===== config.mk =====
export PLATFORM = sky130hd
export DESIGN_NAME = load_store_unit
export DESIGN_NICKNAME = d
export VERILOG_FILES = /design/src/rtl/lsu_pkg.sv /design/src/rtl/lsu_byte_lane.sv /design/src/rtl/load_store_unit.sv
export SDC_FILE = /design/constraint.sdc
export NUM_CORES = 1
export LEC_CHECK = 0
export ABC_CLOCK_PERIOD_IN_PS = 4770
export CAP_MARGIN = 20
export CORE_MARGIN = 2
export CORE_UTILIZATION = 49
export CTS_CLUSTER_DIAMETER = 200
export CTS_CLUSTER_SIZE = 28
export DETAILED_ROUTE_END_ITERATION = 10
export GPL_ROUTABILITY_DRIVEN = 0
export PLACE_DENSITY = 0.87
export SYNTH_ARGS = -nofsm -noshare
export SYNTH_HDL_FRONTEND = slang
export SYNTH_SLANG_ARGS = --single-unit

===== constraint.sdc =====
create_clock -name i_clk -period 4.77 [get_ports i_clk]
set_input_delay 0.477 -clock i_clk [delete_from_list [all_inputs] [get_ports i_clk]]
set_output_delay 0.477 -clock i_clk [all_outputs]
set_load 0.005 [all_outputs]

===== src/rtl/lsu_pkg.sv =====
// Shared definitions for the load/store unit: funct3 encodings, data width
// and the sub-word store FSM state type.
package lsu_pkg;

   localparam int unsigned XLEN = 32;

   localparam logic [2:0] F3_B  = 3'b000;
   localparam logic [2:0] F3_H  = 3'b001;
   localparam logic [2:0] F3_W  = 3'b010;
   localparam logic [2:0] F3_BU = 3'b100;
   localparam logic [2:0] F3_HU = 3'b101;

   typedef enum logic {
      ST_IDLE = 1'b0,
      ST_RMW  = 1'b1
   } lsu_state_e;

endpackage


===== src/rtl/lsu_byte_lane.sv =====
// Combinational lane logic: extracts and extends a load result from a memory
// word, and merges a byte/halfword store lane into a memory word.
module lsu_byte_lane
   import lsu_pkg::*;
(
   input  logic [2:0]      funct3,
   input  logic [1:0]      byte_off,
   input  logic [XLEN-1:0] mem_word,
   input  logic [XLEN-1:0] store_data,
   output logic [XLEN-1:0] load_data_c,
   output logic [XLEN-1:0] merged_c
);

   logic [4:0]      lane_shift;
   logic [XLEN-1:0] lane_word;
   logic [XLEN-1:0] lane_mask;

   always_comb begin
      lane_shift = {byte_off, 3'b000};
      lane_word  = mem_word >> lane_shift;

      unique case (funct3)
         F3_B:    load_data_c = {{24{lane_word[7]}}, lane_word[7:0]};
         F3_BU:   load_data_c = {24'h000000, lane_word[7:0]};
         F3_H:    load_data_c = {{16{lane_word[15]}}, lane_word[15:0]};
         F3_HU:   load_data_c = {16'h0000, lane_word[15:0]};
         default: load_data_c = lane_word;
      endcase

      // Only SB/SH reach the merge path, so funct3[0] alone picks the lane width.
      lane_mask = funct3[0] ? 32'h0000_FFFF : 32'h0000_00FF;
      merged_c  = (mem_word & ~(lane_mask << lane_shift))
                | ((store_data & lane_mask) << lane_shift);
   end

endmodule


===== src/rtl/load_store_unit.sv =====
// Memory-stage load/store unit: single-cycle loads and word stores, two-cycle
// read-modify-write for byte/halfword stores, with fault detection.
module load_store_unit
   import lsu_pkg::*;
#(
   parameter int unsigned MEM_WORDS = 32
) (
   input  logic            i_clk,
   input  logic            i_rst,
   input  logic            i_req,
   input  logic            i_we,
   input  logic [2:0]      i_funct3,
   input  logic [XLEN-1:0] i_addr,
   input  logic [XLEN-1:0] i_wdata,
   output logic            o_stall,
   output logic            o_rvalid,
   output logic [XLEN-1:0] o_rdata,
   output logic            o_fault,
   output logic            o_mem_we,
   output logic [XLEN-1:0] o_mem_addr,
   output logic [XLEN-1:0] o_mem_wdata,
   input  logic [XLEN-1:0] i_mem_rdata
);

   lsu_state_e      state_q, state_d;
   logic [XLEN-1:0] rdata_q, rdata_d;
   logic            rvalid_q, rvalid_d;
   logic            fault_q, fault_d;
   logic [XLEN-1:0] merged_q, merged_d;
   logic [XLEN-1:0] idx_q, idx_d;

   logic [XLEN-1:0] word_idx;
   logic [XLEN-1:0] load_data_c;
   logic [XLEN-1:0] merged_c;
   logic            legal_f3;
   logic            misaligned;
   logic            out_of_range;
   logic            bad_req;

   lsu_byte_lane u_byte_lane (
      .funct3      (i_funct3),
      .byte_off    (i_addr[1:0]),
      .mem_word    (i_mem_rdata),
      .store_data  (i_wdata),
      .load_data_c (load_data_c),
      .merged_c    (merged_c)
   );

   // Request decode: legality, alignment and address range.
   always_comb begin
      word_idx     = {2'b00, i_addr[XLEN-1:2]};
      legal_f3     = i_we ? (i_funct3 inside {F3_B, F3_H, F3_W})
                          : (i_funct3 inside {F3_B, F3_H, F3_W, F3_BU, F3_HU});
      misaligned   = ((i_funct3[1:0] == 2'b01) && i_addr[0])
                  || ((i_funct3[1:0] == 2'b10) && (i_addr[1:0] != 2'b00));
      out_of_range = word_idx >= XLEN'(MEM_WORDS);
      bad_req      = !legal_f3 || misaligned || out_of_range;
   end

   always_comb begin
      state_d     = state_q;
      rdata_d     = rdata_q;
      rvalid_d    = 1'b0;
      fault_d     = 1'b0;
      merged_d    = merged_q;
      idx_d       = idx_q;
      o_stall     = 1'b0;
      o_mem_we    = 1'b0;
      o_mem_addr  = word_idx;
      o_mem_wdata = i_wdata;

      unique case (state_q)
         ST_IDLE: begin
            if (i_req) begin
               if (bad_req) begin
                  fault_d = 1'b1;
               end else if (!i_we) begin
                  rvalid_d = 1'b1;
                  rdata_d  = load_data_c;
               end else if (i_funct3 == F3_W) begin
                  o_mem_we = 1'b1;
               end else begin
                  o_stall  = 1'b1;
                  merged_d = merged_c;
                  idx_d    = word_idx;
                  state_d  = ST_RMW;
               end
            end
         end
         ST_RMW: begin
            // The held request is the same instruction; commit the merged word.
            o_mem_we    = 1'b1;
            o_mem_addr  = idx_q;
            o_mem_wdata = merged_q;
            state_d     = ST_IDLE;
         end
         default: state_d = ST_IDLE;
      endcase

      if (i_rst) begin
         o_mem_we = 1'b0;
         o_stall  = 1'b0;
      end
   end

   always_ff @(posedge i_clk or posedge i_rst) begin
      if (i_rst) begin
         state_q  <= ST_IDLE;
         rdata_q  <= '0;
         rvalid_q <= 1'b0;
         fault_q  <= 1'b0;
         merged_q <= '0;
         idx_q    <= '0;
      end else begin
         state_q  <= state_d;
         rdata_q  <= rdata_d;
         rvalid_q <= rvalid_d;
         fault_q  <= fault_d;
         merged_q <= merged_d;
         idx_q    <= idx_d;
      end
   end

   assign o_rdata  = rdata_q;
   assign o_rvalid = rvalid_q;
   assign o_fault  = fault_q;

endmodule


# Word level (Yosys, flattened, before mapping)
# Index checks and enable logic that the tools add are counted.
[op_classes]
eq_ne = 6
bitwise_logic = 8
n_shift = 3
reduce_logical = 12
n_lt_le_gt_ge = 1
n_mux = 25
[ops]
columns = ["cell", "count"]
rows = [
  ["32-bit case mux with 4 select lines", 1],
  ["32-bit bitwise AND", 2],
  ["32-bit by 5-bit << shifter with 32-bit output", 2],
  ["32-bit 2-to-1 mux", 1],
  ["32-bit inverter", 1],
  ["32-bit bitwise OR", 1],
  ["32-bit by 5-bit right shift with 32-bit output", 1],
  ["30-bit by 6-bit greater-or-equal comparator with 1-bit output, second input constant", 1],
  ["30-bit 2-to-1 mux", 1],
  ["1-bit 2-to-1 mux", 19],
  ["16-bit 2-to-1 mux", 1],
  ["3-bit == test, second input constant", 2],
  ["5-bit AND reduction", 1],
  ["5-bit nonzero test", 1],
  ["1-bit inverter", 4],
  ["1-bit case mux with 2 select lines", 2],
  ["4-bit AND reduction", 1],
  ["3-bit by 1-bit == test with 1-bit output, second input constant", 1],
  ["3-bit by 2-bit == test with 1-bit output, second input constant", 1],
  ["3-bit logical NOT", 1],
  ["1-bit logical OR", 3],
  ["3-bit nonzero test", 1],
  ["2-bit by 1-bit == test with 1-bit output, second input constant", 1],
  ["2-bit == test, second input constant", 1],
  ["3 further kinds", 4],
]
[word_totals]
out_inout_bits = 100
in_bits = 103
register_bits = 97

# Logic depth before layout (Yosys ltp)
[depth]
depth_word = 10
ltp_mapped = 8

# Cells and area by module
# From an unflattened synthesis, not the netlist that was laid out.
[unflattened]
cells_unflattened = 556
area_unflattened_um2 = 6173.4
[by_module_without_submodules]
columns = ["module", "cells_each", "area_per_inst_um2", "seq_area_each_um2", "instances"]
rows = [
  ["load_store_unit", 300, 4524.3, 2427.3, 1],
  ["lsu_byte_lane", 256, 1649.1, 0.0, 1],
]

# Worst setup path before layout
# No wires, ideal clock.
[synth_timing]
path_kind = "input-to-output"
startpoint = "input port i_rst"
endpoint = "output port o_mem_we"
n_path_buf = 0
path_stages = 4
slack_ps = 1185
arrival_time_ps = 3108
cell_sequence = "inv_1 nand4_1 nor3_1 a32o_1"
[synth_via]
elab_chain_len = 1
[synth_lines]
columns = ["item", "line_no", "text"]
rows = [
  ["start: declaration", "load_store_unit.sv:9", "input logic i_rst,"],
  ["1-bit 2-to-1 mux", "load_store_unit.sv:100", "if (i_rst) begin"],
  ["end: declaration", "load_store_unit.sv:19", "output logic o_mem_we,"],
]
# No other way between the ends.

# Worst setup path in the final report
[layout_timing]
startpoint = "input port i_funct3[0]"
endpoint = "output port o_stall"
[layout_via]
elab_chain_len = 10
[layout_lines]
columns = ["item", "line_no", "text"]
rows = [
  ["start: declaration", "load_store_unit.sv:12", "input logic [2:0] i_funct3,"],
  ["3-bit by 1-bit == test with 1-bit output (tied with other cells)", "load_store_unit.sv:52, load_store_unit.sv:53", ""],
  ["5-bit nonzero test or 3-bit nonzero test (tied branches)", "load_store_unit.sv:53, load_store_unit.sv:52", ""],
  ["1-bit 2-to-1 mux", "load_store_unit.sv:52", "legal_f3 = i_we ? (i_funct3 inside {F3_B, F3_H, F3_W})"],
  ["1-bit logical NOT", "load_store_unit.sv:57", "bad_req = !legal_f3 || misaligned || out_of_range;"],
  ["1-bit logical OR (2 in series)", "load_store_unit.sv:57", ""],
  ["1-bit 2-to-1 mux (*)", "load_store_unit.sv:75", "if (bad_req) begin"],
  ["1-bit 2-to-1 mux (*)", "load_store_unit.sv:74", "if (i_req) begin"],
  ["1-bit 2-to-1 mux (*)", "load_store_unit.sv:72", "unique case (state_q)"],
  ["1-bit 2-to-1 mux (*)", "load_store_unit.sv:100", ""],
  ["end: declaration", "load_store_unit.sv:15", "output logic o_stall,"],
]
# Mark *: on every way between the ends. The rest lies on a longest branch, timed or not.

==> metrics.yaml <==
power:
  power_frac_seq: 0.445
  intPower_mw: 1.38
  combPwrFrac: 0.184
  sw_frac_of_total: 0.253
  p_sw_mw: 0.467
  p_clk_frac: 0.371
  powerDensity_mw_per_mm2: 235
  p_leak_nw: 3.45
  ir_drop_v: 0.000161
worst_setup_path:
  crit_top_cell: "clkdlybuf4s50_1"
  crit_type: "in2out"
  worst_path_max_delay_cell: "or4_4"
  end_kind: "output pin"
  cp_cell_sequence: "clkdlybuf4s50_1, a211oi_2, nand4_2, or4_4, nor2_1, clkdlybuf4s50_1"
  critPathLaunchType: "input port"
  cp.required_ns: 4.29
  path_max_fanout: 39
  crit_arrival_ns: 3.20
  slowest_delay_ns: 0.80
placed_design:
  port-buffer-count: 200
  post_dp_cell_area_mm2: 0.00757
  dpl.hpwl_um: 12600
global_route:
  grt_usage: 0.276
  grt_pass1_vias: 4767
  use_met1: 0.347
  gr-total-overflow: 0
  grt_use_met3: 0.0764
  antenna_found_initial: 0
  grt_max_degree: 70
  grt_pass1_wl_um: 25000
  met2_usage: 0.459
  grt-busiest-layer: "met2"
final_layout:
  final_nets: 836
  fillCellCount: 786
  regArea_mm2: 0.00243
  mostFrequentLayoutCell: "clkdlybuf4s50_1"
  fin_area_mm2: 0.00786
  antenna_cells: 0
  most-common-layout-cells: "clkdlybuf4s50_1, dfrtp_1, mux2_2, nand2_1, a21oi_1"
  drive_gt1_frac: 0.168
  area_growth_syn_to_layout_pct: 41.8
  multi_input_area_mm2: 0.00290
timing:
  holdWs_ns: 0.474
  slew_violations: 0
  tightest_slew_ns: 1.01
  final.period_utilization: 0.771
  fin_skew_ns: 0.00755
  post-route-min-period_ns: 3.68
  rsz0062_at_grt: "false"
  setup_viol: 0
  max_freq_mhz: 272
  slew_headroom: 0.325
  hold_viol_final: 0
  finalSetupTns_ns: 0
clock_network:
  cts_buffers: 9
  cts_root_buf: "clkbuf_16"
  cts_sinks: 97
  cts_tree: "done"
  insertion_delay_ns: 0.35
  cts.reportedPaths.clkPinSlew_ns: 0.07
  h-tree-depth: 3
  cts_hold_buf: 0
  cts_setup_buffers: 0
  clock_path_buffers: 2
  postCtsResizedCells: 0
die:
  rows: 38
  start_util: 0.507
  io_pins: 203
  die_y_um: 110
  die_area_mm2: 0.0122
  die_x_um: 110
  fp.coreArea_mm2: 0.0109
logic_synthesis:
  ys_async_sr_fraction: 1.00
  synth_area_mm2: 0.00554
  ys.flop_type: "dfrtp_1"
  synth_edf_count: 0
  synth_cells: 555
  syn_area_per_cell_um2: 9.99
  synth_top_area_cell: "dfrtp_1"
  yosysUniqueCellTypes: 40
  yosysWarnings: 0
  ys_top_cells_by_area: "dfrtp_1, mux2_2, mux2i_1"
  ys_seq_elements: 97
  synth_seq_area_share: 0.438
  synth_top_area_share: 0.438
detailed_routing:
  vias: 4899
  antenna_left: 0
  drc: 0
  drtIter0Drc: 324
  wl_um: 16600
  drtPass1Iterations: 5
  wire_per_inst_um: 18.9
  vias_per_cell: 5.58
flow_run:
  drv_cap: 0
run_status:
  status: "completed"
hold_path:
  hold_class: "reg2reg"
[synthesized netlist by cell type, types with 3 or more instances]
cell type and instances:
nor2_1 46, o21a_1 8, o22a_1 8, a21oi_1 56, clkbuf_1 20, inv_1 4
dfrtp_1 97, nor4_1 5, mux2i_1 35, buf_4 3, mux2_1 5, o21ai_0 19
buf_1 5, mux2_2 87, o21ai_1 13, nand2b_1 11, buf_6 3, buf_2 11
nand2_1 63, nor2b_1 26, nand3_1 8
[layer usage]
| metal | vias to the layer above | share of wire |
|---|---|---|
| met4 | 0 | 0.023 |
| met2 | 274 | 0.47 |
| met1 | 2302 | 0.40 |
| met5 | - | 0 |
| li1 | 2293 | - |
| met3 | 30 | 0.11 |
[cell type report]
| cell class | instances | area share |
|---|---|---|
| flip-flops and latches | 97 | 0.309 |
| well taps | 140 | 0.0223 |
| clock buffers | 11 | 0.0309 |
| multi-input cells | 413 | 0.369 |
| clock inverters | 5 | 0.00509 |
| repair buffers | 208 | 0.262 |
| inverters | 4 | 0.00223 |
[power by group through the flow]
| stage | sequential (mW) | clock (mW) | combinational [mW] |
|---|---|---|---|
| after floorplan | 0.839 | 0 | 0.143 |
| after global placement | 0.838 | 0 | 0.331 |
| after detailed placement | 0.838 | 0 | 0.335 |
| after CTS | 0.823 | 0.697 | 0.338 |
| after global routing | 0.822 | 0.731 | 0.364 |
| final | 0.823 | 0.685 | 0.340 |
[flip-flops by register name, summed over array words and instances, names as in the netlist]
signal and cells:
idx_q 30, o_rvalid 1, o_fault 1, o_rdata 32, state_q 1, merged_q 32
[critical path: cells and delay by family]
kind	cells	cell delay [ns]
AO/OA/AOI/OAI	1	0.32
AND/OR/NAND/NOR	3	1.24
buffers and inverters	2	1.15
[kinds of logic after synthesis]
group	after synthesis	synth area share
AOI/OAI and AO/OA	111	0.117
buffers and inverters	46	0.0397
DFF	97	0.438
muxes	128	0.254
other	1	0.000676
and+or+nand+nor	172	0.150
[metrics by stage]
step	util	instances	power (mW)	setup slack (ns)
finish	0.719	878	1.85	1.09
CTS	0.718	877	1.86	1.14
detailed placement	0.692	861	1.17	1.14
floorplan	-	556	0.982	1.19
global route	0.719	878	1.92	1.01
global placement	0.692	861	1.17	1.22
[path summary, 6_finish.rpt]
check / start / slack (ns) / endpoint / cells after the start
max: i_funct3[0] / 1.09 / o_stall / 6
min in group asynchronous: i_rst / 0.53 / idx_q[2] / 2
min: idx_q[2] / 0.47 / idx_q[2] / 2
max reg2reg: state_q / 2.72 / o_rdata[19] / 5
min reg2reg: idx_q[2] / 0.47 / idx_q[2] / 2
max in group asynchronous: i_rst / 3.05 / state_q / 3
No activity file was read; power rests on OpenSTA's default activity.
